File: config.mk
export PLATFORM = sky130hd
export DESIGN_NAME = wb_arb
export DESIGN_NICKNAME = d
export VERILOG_FILES = /design/src/rtl/wb_arb.sv
export SDC_FILE = /design/constraint.sdc
export NUM_CORES = 1
export LEC_CHECK = 0
export BUFFER_PORTS_ARGS = -buffer_cell sky130_fd_sc_hd__buf_4
export CAP_MARGIN = 20
export CELL_PAD_IN_SITES_DETAIL_PLACEMENT = 1
export CELL_PAD_IN_SITES_GLOBAL_PLACEMENT = 1
export CORE_MARGIN = 2
export CORE_UTILIZATION = 37
export CTS_CLUSTER_SIZE = 40
export DETAILED_ROUTE_END_ITERATION = 7
export GPL_TIMING_DRIVEN = 0
export PLACE_DENSITY_LB_ADDON = 0.1
export SLEW_MARGIN = 40
export SYNTH_ARGS = -nofsm -noshare
export SYNTH_HDL_FRONTEND = slang
export SYNTH_SLANG_ARGS = --single-unit
export TNS_END_PERCENT = 1
File: constraint.sdc
create_clock -name clk -period 2.41 [get_ports clk]
set_input_delay 0.482 -clock clk [delete_from_list [all_inputs] [get_ports clk]]
set_output_delay 0.482 -clock clk [all_outputs]
set_load 0.02 [all_outputs]
File: src/rtl/wb_arb.sv
// Write-back arbiter: merges the non-stallable EX result with a FIFO-buffered
// long-latency result stream onto the single register-file write port.
module wb_arb #(
  parameter int DW    = 32,
  parameter int DEPTH = 2
) (
  input  logic          clk,
  input  logic          rst,
  input  logic          ex_valid,
  input  logic [4:0]    ex_rd,
  input  logic [DW-1:0] ex_data,
  input  logic          lsu_valid,
  output logic          lsu_ready,
  input  logic [4:0]    lsu_rd,
  input  logic [DW-1:0] lsu_data,
  input  logic          issue_en,
  input  logic [4:0]    issue_rd,
  output logic [31:0]   busy_mask,
  output logic          waw_err,
  output logic          wr_en,
  output logic [4:0]    wr_addr,
  output logic [DW-1:0] wr_data
);

  localparam int PW = (DEPTH > 1) ? $clog2(DEPTH) : 1;
  localparam int CW = PW + 1;
  localparam logic [CW-1:0] FULL = CW'(DEPTH);

  logic [4:0]    fifo_rd_q   [DEPTH];
  logic [DW-1:0] fifo_data_q [DEPTH];
  logic [PW-1:0] wptr_q, rptr_q;
  logic [CW-1:0] count_q, count_d;
  logic [31:0]   busy_q, busy_d;
  logic          waw_q;
  logic          wr_en_q;
  logic [4:0]    wr_addr_q;
  logic [DW-1:0] wr_data_q;

  logic          push, pop;
  logic [4:0]    head_rd;
  logic [DW-1:0] head_data;

  // Ready comes from the registered count only, so a same-edge pop never frees a slot early.
  assign lsu_ready = (count_q < FULL);
  assign push      = lsu_valid && lsu_ready;
  assign pop       = !ex_valid && (count_q != '0);
  assign head_rd   = fifo_rd_q[rptr_q];
  assign head_data = fifo_data_q[rptr_q];

  always_comb begin
    count_d = count_q;
    case ({push, pop})
      2'b10:   count_d = count_q + CW'(1);
      2'b01:   count_d = count_q - CW'(1);
      default: count_d = count_q;
    endcase
  end

  // Clear on pop is applied before set on issue so a same-edge re-issue keeps the bit.
  always_comb begin
    busy_d = busy_q;
    if (pop) busy_d[head_rd] = 1'b0;
    if (issue_en && (issue_rd != '0)) busy_d[issue_rd] = 1'b1;
    busy_d[0] = 1'b0;
  end

  always_ff @(posedge clk) begin
    if (push) begin
      fifo_rd_q[wptr_q]   <= lsu_rd;
      fifo_data_q[wptr_q] <= lsu_data;
    end
  end

  always_ff @(posedge clk) begin
    if (rst) begin
      wptr_q    <= '0;
      rptr_q    <= '0;
      count_q   <= '0;
      busy_q    <= '0;
      waw_q     <= 1'b0;
      wr_en_q   <= 1'b0;
      wr_addr_q <= '0;
      wr_data_q <= '0;
    end else begin
      if (push) wptr_q <= wptr_q + PW'(1);
      if (pop)  rptr_q <= rptr_q + PW'(1);
      count_q <= count_d;
      busy_q  <= busy_d;
      if (ex_valid && (ex_rd != '0) && busy_q[ex_rd]) waw_q <= 1'b1;
      if (ex_valid) begin
        wr_en_q   <= (ex_rd != '0);
        wr_addr_q <= ex_rd;
        wr_data_q <= ex_data;
      end else if (pop) begin
        wr_en_q   <= (head_rd != '0);
        wr_addr_q <= head_rd;
        wr_data_q <= head_data;
      end else begin
        wr_en_q <= 1'b0;
      end
    end
  end

  assign busy_mask = busy_q;
  assign waw_err   = waw_q;
  assign wr_en     = wr_en_q;
  assign wr_addr   = wr_addr_q;
  assign wr_data   = wr_data_q;

endmodule
==> metrics.md, run 1 <==
| Metric | Value |
|---|---|
| Count of pins over their slew limit | `0` |
| Routed len/inst | `roughly 19 um` |
| Final Util | `50.1%` |
| Worst setup skew after layout | `approximately 0.013 ns` |
| Total routing usage reported by global routing | `about a fifth` |
| Cell area power density | `roughly 1000 nW/um^2` |
| Total inserted antenna cells | `0` |
| Data required time at the worst endpoint | `approximately 2.7 ns` |
| Number of port buffers | `~150` |
| # setup viols final | `0` |
| Setup repair after global routing missed its margin | `false` |
| Most used cells in the layout excluding fill and tap cells | `157 x buf_4, 75 x dfxtp_1, 74 x edfxtp_1` |
| Distinct cell type count after synthesis | `40` |
| Status | `finished clean` |
| Number of cells upsized or downsized after cts | `0` |
| Ports placed on the boundary | `approximately 160` |
| Post-CTS setup buffer count | `0` |
| Data arrival time of the critical path | `around 2.3 ns` |
| Post-synthesis instance area | `approximately 6000 um^2` |
| DP Cell Count | `about 900` |
| Post-route non-filler standard cell count | `between 900 and 1,000` |
| Setup TNS | `0 ns` |
| Number of enable flip-flop cells after synthesis | `between 70 and 80` |
| F_max | `between 0.4 and 0.5 GHz` |
| Global-route wire length before repair | `28,500 um` |
| Part of the Yosys area used for sequential elements | `around 61%` |
| Number of global-route vias before repair | `approximately 5,200` |
| Fraction of layout instances using a drive strength above 1 | `around 28%` |
| Antenna Violating Nets Remaining | `0` |
| Remaining design rule violation count | `0` |
| Area of the placeable core | `around 16,000 um^2` |
| Largest net degree at the start of global routing | `35` |
| Fin worst setup slack | `~0.35 ns` |
| Final weighted congestion in routability-driven placement | `around 0.83` |
| Height of the die | `133 um` |
| Clock Root Buffer | `clkbuf_16` |
| Syn nets | `between 600 and 700` |
| Std cell rows | `47` |
| Number of vias after detailed routing | `about 5,000` |
| Peak VDD IR | `0.523 mV` |
| Crit Path Max Fanout | `10` |
| Place WS | `0.284 ns` |
| Starting utilization of the core area | `~37%` |
| DR vias/cell | `roughly 5.2` |
| Detailed router's first-iteration violation count | `253` |
| Fraction of registers with async set or reset after synthesis | `0%` |
| DR pass1 iterations | `5` |
| Critical path class | `register to register` |
| NumNets Final | `about 800` |
| Clock slew seen by the registers of the worst setup and hold paths | `approximately 0.07 ns` |
| Critical path startpoint category | `register` |
| Cell count after synthesis | `543` |
| Flip-flop and latch count after synthesis | `about 150` |
| CTS Buf Count | `17` |
| Critical Path End Type | `register` |
| Detailed-placement wirelength estimate | `approximately 13,000 um` |
| Final-layout worst hold slack | `around 0.24 ns` |
| Total Die Area | `about 18,000 um^2` |
| Synthesis warning total | `0` |
| Worst skew pair latency | `between 0.4 and 0.5 ns` |
| CTS sink count | `approximately 150` |
| Final critical path time including I/O delays and setup | `slightly above 2 ns` |
| Layout-stage area growth over the synthesis result | `34.2%` |
| Number of antenna violations at the first check in global routing | `0` |
| Fin. Hold Viols | `0` |
| Number of hold-repair buffers added at the cts stage | `0` |
| Synthesized area per cell | `roughly 11 um^2` |
| Total routed wirelength | `between 15,000 and 20,000 um` |
| Total grt overflow | `0` |
| Fin crit share | `a little under nine tenths` |
| Maximum count of clock buffers along a single path | `2` |
| Most frequent standard cell in the layout excluding fill and tap cells | `buf_4` |
| Hold path startpoint | `lsu_rd[2]` |
| Clock tree from TritonCTS | `done` |
| Pin slew with the least headroom to its limit | `between 0.7 and 0.8 ns` |
| Max transition margin | `a little under half` |
| Top_reg_cell synth | `dfxtp_1` |
| Worst hold path class | `primary input to register` |
| DIE WIDTH | `133 um` |
| Number of maximum-capacitance constraint violations | `0` |
| Leak pwr | `~0.0032 uW` |
| Number of H-tree levels | `4` |
-- Yosys cell counts, types with 2 or more instances --
cell type  number  share of area, %
edfxtp_1       74                36
buf_1           9              0.55
dfxtp_1        75                25
or3_1           5              0.51
nor2b_1         2              0.20
nor3_1          3              0.25
nand2b_1        3              0.31
a21oi_1        70               5.7
xnor2_1         2              0.29
mux2_2          4              0.74
mux4_2          2              0.74
clkbuf_1       18               1.1
mux2i_1        44               7.2
buf_2           2              0.16
buf_6           3              0.55
mux4_1          4               1.7
xor2_1          2              0.29
nand2_1        72               4.4
nand3_1         8              0.65
buf_4           5              0.61
nor2_1         50               3.1
a211o_1        37               5.3
o21ai_0        32               2.6
-- registers in the layout (all words and copies together), names as in the netlist, named ones only --
register     count
busy_mask       31
rptr_q           1
wr_en            1
fifo_data_q     64
wr_addr          5
waw_err          1
wr_data         32
fifo_rd_q       10
count_q          2
wptr_q           1
-- per-stage QoR --
step	cell area, um^2	total power [uW]
6_report	8220	8460
5_1_grt	8220	8880
4_1_cts	8220	8530
3_5_place_dp	7610	5810
3_3_place_gp	7540	5660
2_1_floorplan	6130	4840
-- cells by family (layout without fill, tap and decap cells) --
| group | after synthesis | after routing | share of synthesized area, % |
|---|---|---|---|
| AND/OR/NAND/NOR | 150 | 150 | 10.2 |
| flip-flops | 149 | 149 | 60.8 |
| buffers and inverters | 38 | 225 | 3.04 |
| other | 1 | 1 | 0.0612 |
| multiplexers | 54 | 54 | 10.4 |
| XOR/XNOR | 4 | 4 | 0.572 |
| AO/OA/AOI/OAI | 146 | 146 | 14.8 |
| adder cells (fa/ha/maj) | 1 | 1 | 0.204 |
-- final timing paths --
kind                                        end  slack [ns]  depth (start not counted)
worst max register to register            wr_en        0.35                          6
worst min-delay path            fifo_rd_q[1][2]        0.24                          1
worst min register to register    busy_mask[17]        0.49                          2
worst max-delay path                      wr_en        0.35                          6
-- power breakdown --
part	leakage [uW]	internal (uW)	total, uW	switching, uW
clock	0.000288	1660	2700	1050
sequential	0.00131	3100	3250	155
combinational	0.00161	993	2500	1510
total	0.00320	5750	8460	2710
-- cell type report --
class,instances,area [um^2]
fillers,1791,8190
flip-flops and latches,149,3720
multi-input cells,356,2230
repair buffers,155,1200
clock buffers,20,447
well taps,220,275
plain buffers,37,183
clock inverters,12,154
inverters,1,3.75
-- critical path, stage by stage, from the launching register on --
cell	delay, ns
dfxtp_1	0.30
buf_2	0.17
buf_4	0.25
mux2i_1	0.54
nand3_1	0.24
o31ai_1	0.30
a21oi_1	0.10
-- metal layers --
metal / vias up / global-route usage [%] / routed length (um)
met5: - / 0 / 0
met4: 0 / 7.35 / 265
met3: 23 / 5.13 / 802
met2: 144 / 37.0 / 9430
met1: 2437 / 25.8 / 7880
li1: 2326 / - / -
Power figures use the tool's default switching activity.
==> run 2, diff against run 1 <==
Settings changed: PLACE_DENSITY set to 0.79, PLACE_DENSITY_LB_ADDON 0.1 to unset.
==> run 2 against run 1 <==
Against the previous run: sequential share of layout area rose by 0.33 points; core utilization fell by 0.37 points; combinational power fell by 2%; worst hold slack improved by 0.0027 ns; global-route usage rose by 0.52 points; clock power fell by 5%.
==> metrics.md, run 2 (synthesized netlist as in run 1, its figures left out) <==
| Metric | Value |
|---|---|
| Internal power contribution | `5600 uW` |
| Data arrival time of the critical path | `approximately 2.4 ns` |
| Critical path startpoint category | `register` |
| Final weighted congestion in routability-driven placement | `between 0.8 and 0.9` |
| Worst hold path class | `primary input to register` |
| Height of the die | `between 100 and 150 um` |
| Number of cells upsized or downsized after cts | `0` |
| Final critical path time including I/O delays and setup | `approximately 2.1 ns` |
| Clock tree from TritonCTS | `done` |
| Cell area power density | `just over 1000 nW/um^2` |
| DR pass1 iterations | `5` |
| Number of port buffers | `around 150` |
| Area after detailed placement | `7580 um^2` |
| Chain of cells forming the critical path | `buf_2 -> buf_4 -> mux2i_1 -> nand3_1 -> o21ai_0 -> a21oi_1` |
| Longest individual stage delay on the worst path | `about 0.43 ns` |
| Net switching power figure | `around 2700 uW` |
| Clock slew seen by the registers of the worst setup and hold paths | `0.06 ns` |
| Number of hold-repair buffers added at the cts stage | `0` |
| Count of pins over their slew limit | `0` |
| F_max | `0.483 GHz` |
| Max transition margin | `around half` |
| Switching part of the total power | `32.5%` |
| Critical Path End Type | `register` |
| Maximum count of clock buffers along a single path | `2` |
| Power share of the sequential group | `39.4%` |
| Register containing the most flip-flops in the final layout | `fifo_data_q` |
| Data required time at the worst endpoint | `around 2.7 ns` |
| Clock Root Buffer | `clkbuf_16` |
| Number of stages on the worst hold path | `1` |
| Worst setup skew after layout | `~0.0069 ns` |
| Number of vias after detailed routing | `4,997` |
| Ports placed on the boundary | `approximately 160` |
| Number of maximum-capacitance constraint violations | `0` |
| DIE WIDTH | `about 130 um` |
| Routed len/inst | `around 20 um` |
| Remaining design rule violation count | `0` |
| Layout-stage area growth over the synthesis result | `33.2%` |
| Final Instance Area | `between 8000 and 9000 um^2` |
| Total inserted antenna cells | `0` |
| Pin slew with the least headroom to its limit | `0.734 ns` |
| Critical path class | `register to register` |
| DR vias/cell | `5.27` |
| Peak VDD IR | `0.657 mV` |
| Hold path startpoint | `lsu_data[22]` |
| Global-route wire length before repair | `~29,000 um` |
| NumNets Final | `801` |
| Fin crit share | `between 80% and 90%` |
| Detailed-placement wirelength estimate | `13,900 um` |
| Hold path endpoint | `fifo_data_q[0][22]` |
| Most frequent standard cell in the layout excluding fill and tap cells | `buf_4` |
| # setup viols final | `0` |
| Fraction of layout instances using a drive strength above 1 | `between 20 and 30%` |
| Status | `finished clean` |
| Total grt overflow | `0` |
| Detailed router's first-iteration violation count | `around 230` |
| Post-CTS setup buffer count | `0` |
| Std cell rows | `47` |
| Delay-heaviest family, CP | `compound AO/OA/AOI/OAI gates` |
| Most used cells in the layout excluding fill and tap cells | `157 x buf_4, 75 x dfxtp_1, 74 x edfxtp_1` |
| Fin. Hold Viols | `0` |
| Number of global-route vias before repair | `about 5,400` |
| Setup slack of the most critical reg-to-reg path | `0.34 ns` |
| Area of the placeable core | `16,400 um^2` |
| Leak pwr | `between 0.003 and 0.004 uW` |
| Portion of total power attributed to combinational logic | `about 30%` |
| Max FFs per register | `64` |
| Total routing usage reported by global routing | `21.8%` |
| Crit Path Max Fanout | `10` |
| Number of H-tree levels | `4` |
| Clock network fraction of total power | `a little under a third` |
| Critical Path Slowest Stage Cell | `nand3_1` |
| Largest net degree at the start of global routing | `38` |
| Setup repair after global routing missed its margin | `false` |
| Number of antenna violations at the first check in global routing | `0` |
| Worst skew pair latency | `roughly 0.42 ns` |
| Worst path bufs/invs | `2` |
| Number of cells on the worst reg-to-reg path | `6` |
| Total routed wirelength | `between 15,000 and 20,000 um` |
| Antenna Violating Nets Remaining | `0` |
| Total Die Area | `around 18,000 um^2` |
| RR Endpoint | `busy_mask[30]` |
| Final-layout worst hold slack | `0.238 ns` |
| CTS Buf Count | `17` |
| CTS sink count | `roughly 150` |
| Starting utilization of the core area | `37.3%` |
| Number of fill cells in the layout | `1,763` |
[run 2: cell count changes in the layout (fill, tap and decap cells not counted)]
cell and change:
bufinv_16 -1, buf_16 -1, clkinv_4 +1, buf_8 +1, clkinv_2 +2, inv_6 -1, buf_12 -1, clkbuf_1 -2
[run 2: per-layer routing]
metal	part of all wire, %	vias up	global-route usage, %
li1	-	2318	-
met1	41	2464	26.0
met2	51	189	39.3
met3	5.9	26	4.75
met4	1.5	0	6.69
met5	0	-	0
[run 2: area by class of cell]
type                            instances  area (um^2)  area share (%)
Multi-Input combinational cell        356         2230            27.3
Inverter                                1         3.75          0.0460
Tap cell                              220          275            3.37
Sequential cell                       149         3720            45.6
Timing Repair Buffer                  154         1170            14.4
Clock buffer                           18          439            5.38
Clock inverter                         13          134            1.64
Buffer                                 37          183            2.24
[run 2: how the worst max path moves through the flow]
stage	start	end	slack, ns	cells past startpoint
final	register	busy_mask[30]	0.34	6
after CTS	register	busy_mask[30]	0.33	6
after global placement	lsu_valid	fifo_rd_q[0][2]	-0.22	3
after global routing	register	busy_mask[30]	0.14	6
after floorplan	count_q[1]	fifo_data_q[0][0]	0.39	3
after detailed placement	ex_valid	busy_mask[30]	0.23	6
[run 2: per-stage QoR]
step           power (uW)  setup WS, ns  std cells  utilization [%]  TNS, ns
4_1_cts              8360         0.334        948             49.7        0
6_report             8300         0.340        948             49.7        0
5_1_grt              8700         0.139        948             49.7        0
3_3_place_gp         5610        -0.225        915             46.0    -8.64
3_5_place_dp         5790         0.233        917             46.2        0
2_1_floorplan        4840         0.391        543                -        0
[run 2: power by group through the flow]
stage	clock network, uW	logic [uW]	registers (uW)
floorplan	0	1400	3440
global placement	0	2310	3300
CTS	2610	2480	3270
detailed placement	0	2470	3320
finish	2570	2460	3270
global route	2710	2690	3300
